[src/rtl/word_tokenizer.sv]
// word_tokenizer
//   Front end of the keyword nesting checker. Groups a byte stream into
//   whitespace-delimited words and classifies each one, case-insensitively,
//   as BEGIN, END or OTHER. One registered token (kind + saturating length)
//   is emitted per completed word.
// Ports
//   clk, reset        rising-edge clock, asynchronous active-high reset
//   in_valid, in      one ASCII byte consumed per valid cycle
//   flush             end of stream; closes any open word
//   tok_valid         one-cycle pulse, token on tok_kind/tok_len
//   tok_kind          00 OTHER, 01 BEGIN, 10 END
//   tok_len           word length, saturating at all-ones
//   tok_count         tokens emitted since reset, wrapping
//   in_word           high while a word is open
module word_tokenizer #(
  parameter int LEN_W = 8,
  parameter int CNT_W = 16
) (
  input  logic             clk,
  input  logic             reset,
  input  logic             in_valid,
  input  logic [7:0]       in,
  input  logic             flush,
  output logic             tok_valid,
  output logic [1:0]       tok_kind,
  output logic [LEN_W-1:0] tok_len,
  output logic [CNT_W-1:0] tok_count,
  output logic             in_word
);

  localparam logic [3:0] IDLE    = 4'd0;
  localparam logic [3:0] S_B     = 4'd1;
  localparam logic [3:0] S_BE    = 4'd2;
  localparam logic [3:0] S_BEG   = 4'd3;
  localparam logic [3:0] S_BEGI  = 4'd4;
  localparam logic [3:0] S_BEGIN = 4'd5;
  localparam logic [3:0] S_E     = 4'd6;
  localparam logic [3:0] S_EN    = 4'd7;
  localparam logic [3:0] S_END   = 4'd8;
  localparam logic [3:0] S_OTHER = 4'd9;

  localparam logic [1:0] K_OTHER = 2'b00;
  localparam logic [1:0] K_BEGIN = 2'b01;
  localparam logic [1:0] K_END   = 2'b10;

  logic [3:0]       state, state_d;
  logic [LEN_W-1:0] len_q;

  logic [7:0]       lc;
  logic             is_delim, take_char, take_delim, emit;
  logic [3:0]       char_st, word_st;
  logic [LEN_W-1:0] char_len, word_len;
  logic [1:0]       kind_d;

  always_comb begin
    // OR-ing 0x20 folds upper case onto lower case; only the two case
    // variants of a letter map onto the same lowercase code.
    lc         = in | 8'h20;
    is_delim   = (in == 8'h20) || (in == 8'h09) || (in == 8'h0A) || (in == 8'h0D);
    take_char  = in_valid && !is_delim;
    take_delim = in_valid && is_delim;

    char_st = S_OTHER;
    case (state)
      IDLE:   char_st = (lc == 8'h62) ? S_B : (lc == 8'h65) ? S_E : S_OTHER;
      S_B:    char_st = (lc == 8'h65) ? S_BE    : S_OTHER;
      S_BE:   char_st = (lc == 8'h67) ? S_BEG   : S_OTHER;
      S_BEG:  char_st = (lc == 8'h69) ? S_BEGI  : S_OTHER;
      S_BEGI: char_st = (lc == 8'h6E) ? S_BEGIN : S_OTHER;
      S_E:    char_st = (lc == 8'h6E) ? S_EN    : S_OTHER;
      S_EN:   char_st = (lc == 8'h64) ? S_END   : S_OTHER;
      default: char_st = S_OTHER;
    endcase

    if (state == IDLE)     char_len = LEN_W'(1);
    else if (&len_q)       char_len = len_q;
    else                   char_len = len_q + LEN_W'(1);

    // The word as it stands after this cycle's byte. A delimiter leaves it
    // untouched, so a same-cycle flush closes the same word, once.
    word_st  = take_char ? char_st  : state;
    word_len = take_char ? char_len : len_q;

    emit    = (word_st != IDLE) && (take_delim || flush);
    state_d = (emit || take_delim) ? IDLE : word_st;

    case (word_st)
      S_BEGIN: kind_d = K_BEGIN;
      S_END:   kind_d = K_END;
      default: kind_d = K_OTHER;
    endcase
  end

  always_ff @(posedge clk or posedge reset) begin
    if (reset) begin
      state     <= IDLE;
      len_q     <= '0;
      tok_valid <= 1'b0;
      tok_kind  <= K_OTHER;
      tok_len   <= '0;
      tok_count <= '0;
    end else begin
      state     <= state_d;
      len_q     <= word_len;
      tok_valid <= emit;
      if (emit) begin
        tok_kind  <= kind_d;
        tok_len   <= word_len;
        tok_count <= tok_count + CNT_W'(1);
      end
    end
  end

  assign in_word = (state != IDLE);

endmodule

[config.mk]
export PLATFORM = sky130hd
export DESIGN_NAME = word_tokenizer
export DESIGN_NICKNAME = d
export VERILOG_FILES = /design/src/rtl/word_tokenizer.sv
export SDC_FILE = /design/constraint.sdc
export NUM_CORES = 1
export LEC_CHECK = 0
export CAP_MARGIN = 20
export CORE_UTILIZATION = 41
export DETAILED_ROUTE_END_ITERATION = 6
export DONT_BUFFER_PORTS = 1
export SYNTH_ARGS = -nofsm -noshare
export SYNTH_HDL_FRONTEND = slang
export SYNTH_SLANG_ARGS = --single-unit
[constraint.sdc]
create_clock -name clk -period 2.8 [get_ports clk]
set_input_delay 0.56 -clock clk [delete_from_list [all_inputs] [get_ports clk]]
set_output_delay 0.56 -clock clk [all_outputs]
set_load 0.01 [all_outputs]
# Word-level counts from Yosys, hierarchy flattened

Cells that the tools add are included.

Bits of input ports: 12
Register bits: 39
Output and inout bits: 28

Muxes and demuxes: 15
Reduce and logical (&&, ||, !) cells: 13
Add/subtract/negate cells: 2
Equality and inequality tests: 18

Operators by type and width:

| kind                                                 | count |
|---|---|
| equality test 7 x 6 -> 1 bit (second input constant) | 6 |
| two-way mux 4 bit                                    | 9 |
| case mux 4 bit (7 select lines)                      | 1 |
| equality test 8 x 4 -> 1 bit (second input constant) | 3 |
| two-way mux 8 bit                                    | 3 |
| adder 16 x 1 -> 16 bit (second input constant)       | 1 |
| equality test 4 x 3 -> 1 bit (second input constant) | 4 |
| adder 8 x 1 -> 8 bit (second input constant)         | 1 |
| equality test 4 x 2 -> 1 bit (second input constant) | 2 |
| equality test 8 x 6 -> 1 bit (second input constant) | 1 |
| AND reduction 8 bit                                  | 1 |
| nonzero test 4 bit                                   | 2 |
| logical OR 1 bit                                     | 5 |
| equality test 4 x 1 -> 1 bit (second input constant) | 1 |
| equality test 4 bit (second input constant)          | 1 |
| logical NOT 4 bit                                    | 1 |
| case mux 2 bit (2 select lines)                      | 1 |
| logical AND 1 bit                                    | 3 |
| logical NOT 1 bit                                    | 1 |
| two-way mux 1 bit                                    | 1 |

# Longest topological paths before layout

Depth after elaboration: 11
Gate-level depth with buffers: 9
Mapped depth without buffers: 7

# Worst setup path after synthesis

OpenSTA, ideal clock, no wires.

Path type: input port to flip-flop
Start: in in[0]
End: reg tok_count[1]
Slack: 0.052 ns
Arrival: 2.623 ns
Path buffers: 2
Data required time: 2.675 ns
Stages on the path: 9
Cell sequence: buf_2 or4b_1 a21oi_2 or2_2 a31oi_2 a2111oi_4 a21oi_2 buf_6 mux2_4

Cells in the longest elaborated chain, start to end: 9
Elaborated cells between the ends (all ways): 29
Those cells by class: eq/ne (10); mux (10); reduce/logical (9)

RTL lines:

| what                                                                                 | line | RTL |
|---|---|---|
| from (decl)                                                                          | 22   | `input logic [7:0] in,` |
| parallel branches: the longest is 8 deep, another holds equality test 7 x 6 -> 1 bit | --   |  |
| logical AND 1 bit (*)                                                                | 84   | `emit = (word_st != IDLE) && (take_delim \|\| flush);` |
| named net emit                                                                       | 50   | `logic is_delim, take_char, take_delim, emit;` |
| to (signal assigned)                                                                 | 109  | `tok_count <= tok_count + CNT_W'(1);` |
| to (decl)                                                                            | 27   | `output logic [CNT_W-1:0] tok_count,` |

Mark *: on every way through the listed nets, which the timed path passes.
A chain may end at the register's enable or synchronous reset.

# Worst setup path after layout

Start: reg state[0]
End: reg tok_count[15]

Cells in the longest elaborated chain, start to end: 5
Elaborated cells between the ends (all ways): 11
Those cells by class: eq/ne (6); mux (2); reduce/logical (3)

RTL lines:

| what                                                 | line | RTL |
|---|---|---|
| from (decl)                                          | 46   | `logic [3:0] state, state_d;` |
| from (signal assigned)                               | 103  | `state <= state_d;` |
| equality test 4 x 3 -> 1 bit (tied with other cells) | 64   | `case (state)` |
| case mux 4 bit (7 select lines)                      | 64   |  |
| two-way mux 4 bit (*)                                | 81   | `word_st = take_char ? char_st : state;` |
| nonzero test 4 bit (*)                               | 84   |  |
| logical AND 1 bit (*)                                | 84   |  |

Every way passes the cells marked *; elsewhere a longest branch is shown, timed or not.

==> summary.md <==
| Metric | Value |
|---|---|
| Multi-input logic area | `1200 um2` |
| Post-Syn Nets | `238` |
| Status | `finished, final reports clean` |
| RSZ-0062 raised after global routing | `no` |
| Setup ws final | `172 ps` |
| Via density | `5.75` |
| Final core utilization | `0.476` |
| DRC | `0` |
| DRT antenna net count | `0` |
| Ys flop type | `dfrtp_1` |
| Startpoint types | `register` |
| Antenna violations before repair | `0` |
| FFs w/ async S/R, synth | `1.00` |
| Largest family of logic cells by synthesized area | `simple AND/OR/NAND/NOR gates` |
| Post CTS Setup Buffer Count | `0` |
| Gate count of the mapped netlist | `224` |
| FF+latch area | `976 um2` |
| Layout Nets | `245` |
| CP Max Fanout | `15` |
| Clk sink count | `39` |
| Clock share of power | `0.246` |
| Post-synth EDFFs | `0` |
| Share of cells above drive strength 1 | `0.159` |
| Total internal power | `0.985 mW` |
| Net switching power | `0.514 mW` |
| Leak Pwr | `1.08 nW` |
| Clock root cell | `clkbuf_8` |
| Clock skew | `4.79 ps` |
| Total GRT Usage | `0.179` |
| Vias in the first global route | `1715` |
| R2r startpoint | `state[0]` |
| CP startpoint | `state[0]` |
| R2R Path End | `tok_count[15]` |
| Setup TNS Final | `0 ps` |
| Initial Util | `0.435` |
| Placed cells | `294` |
| DRT iter0 DRCs | `88` |
| Clk buf depth | `2` |
| # Max-Cap Violations | `0` |
| Synth Register Bits | `39` |
| Synth Area in Compound Gates | `0.182` |
| Switch share | `0.343` |
| Mux contribution to synthesized area | `0.0652` |
| Final Cycle Share | `0.939` |
| Dpl cell area | `2400 um2` |
| YS warnings | `0` |
| Clock slew at reported path FFs | `70 ps` |
| Setup crit end kind | `register` |
| H-tree depth | `2` |
| Cts hold-fix bufs | `0` |
| CTS Buf Count | `5` |
| Crit Path Class | `reg -> reg` |
| Final hold slack | `266 ps` |
| Die width | `76.3 um` |
| Critical Path End | `tok_count[15]` |
| Max-slew violations | `0` |
| Rel. slew slack | `0.673` |
| Synth top area cells | `dfrtp_1 (43%), xor2_1 (5.4%), mux2_4 (4.6%)` |
| Post-CTS sizing | `0` |
| IO buf count | `0` |
| Top cell type's share of synthesized area | `0.431` |
| Design Power | `1.50 mW` |
| Logic gate share of total power | `0.206` |
| Site Rows | `26` |
| TritonCTS clock tree | `built` |
| Period minus WS final | `2630 ps` |
| Final setup viols | `0` |
| Required time of the critical path | `3020 ps` |
| IO Count | `40` |
| Layout area overhead | `9.44%` |
| Core footprint | `5200 um2` |
| Fmax | `0.381 GHz` |
| Die Ht | `76.3 um` |
| Post-Synth XOR/XNOR Area | `0.0580` |
| R2r worst-path depth | `8` |
| Worst-margin pin slew | `488 ps` |
| Hold Crit Class | `in -> async` |
| Mean Syn Cell Area | `10.1 um2` |
| Yosys top cell by area | `dfrtp_1` |
| Count leader, synth | `dfrtp_1` |
| Commonest cells in the synthesized netlist | `dfrtp_1 (39), xor2_1 (14), nand2_1 (13), nor2_1 (13)` |
| Synthesized cell area | `2270 um2` |
| Part of the power in registers | `0.549` |
| Largest net degree at the start of global routing | `40` |
| Synth Area in Adders | `0.0110` |
| Fin area | `2480 um2` |
| Drt pass-1 iters | `4` |
| Routed WL | `4.74 mm` |
| WP data arrival | `2850 ps` |
| Post-synthesis sequential area ratio | `0.431` |
| Via count | `1736` |
| PD cells | `605 nW/um2` |
| Synth cell types | `54` |
| Peak supply drop | `0.217 mV` |
| Dpl hpwl | `3.34 mm` |
| Flop2flop setup slack | `170 ps` |
| Worst skew pair latency | `290 ps` |
| Post-Synth Simple-Gate Area | `0.214` |
| Fillers | `516` |
| Final Hold Vio Count | `0` |
| Routability Congestion | `0.880` |
| N_diodes | `0` |
| Global-route wire length before repair | `8.22 mm` |
| Routed WL per cell | `15.7 um` |
| Fin cells | `302` |
| Pre-CTS WS | `144 ps` |
| Die Area | `5830 um2` |
| Grt ovf | `0` |
==> registers in the layout (all words and copies together), names as in the netlist <==
register   flops
state          4
tok_kind       2
tok_len        8
tok_valid      1
tok_count     16
len_q          8
==> cells in the final DEF (no fill, tap or decap), drive strengths merged, types with 8 or more instances in the layout <==
master  Yosys  final
dfrtp      39     39
xor2       14     14
nor2       13     13
nand2      13     13
and3       12     12
a211oi     12     12
buf         6     12
a21oi      12     12
nand3      11     11
o21ai      11     11
mux2        9      9
inv         8      8
==> cell families after synthesis <==
group / count (synthesis)
simple gates: 82
compound gates: 55
flops: 39
buf+inv: 20
xor+xnor: 15
mux: 11
fa+ha+maj: 2
==> worst min path at each step <==
stage	endpoint	start
after CTS	tok_count[5]	reset
after global routing	tok_count[5]	reset
after floorplan	len_q[0]	len_q[0]
after detailed placement	tok_count[15]	tok_count[15]
final	tok_count[5]	reset
after global placement	tok_count[15]	tok_count[15]
==> final cells by class <==
type                            instances  area share
Multi-Input combinational cell        165       0.485
Sequential cell                        39       0.394
Timing Repair Buffer                   12      0.0414
Tap cell                               70      0.0353
Clock buffer                            7      0.0308
Inverter                                8      0.0121
Clock inverter                          1     0.00202
==> critical path, cell delays in order (launching register included) <==
cell and delay [ps]:
dfrtp_1 450, or4b_2 620, a22oi_1 190, o211ai_1 160
a31oi_2 300, a2111oi_4 60, buf_4 200, a2111oi_2 380
xor2_1 190
==> power groups by stage <==
stage / registers [mW] / clock network (mW) / logic, mW
floorplan: 0.800 / 0 / 0.248
global placement: 0.836 / 0 / 0.301
detailed placement: 0.836 / 0 / 0.306
CTS: 0.825 / 0.389 / 0.312
global route: 0.844 / 0.400 / 0.349
finish: 0.823 / 0.368 / 0.308
==> per-layer routing <==
metal / GRT usage / vias to the layer above / routed length [um]
met1: 0.241 / 829 / 2330
met5: 0 / - / 0
met4: 0.0635 / 0 / 70
met3: 0.0575 / 9 / 248
met2: 0.269 / 51 / 2080
li1: - / 847 / -
Power figures use the tool's default switching activity.
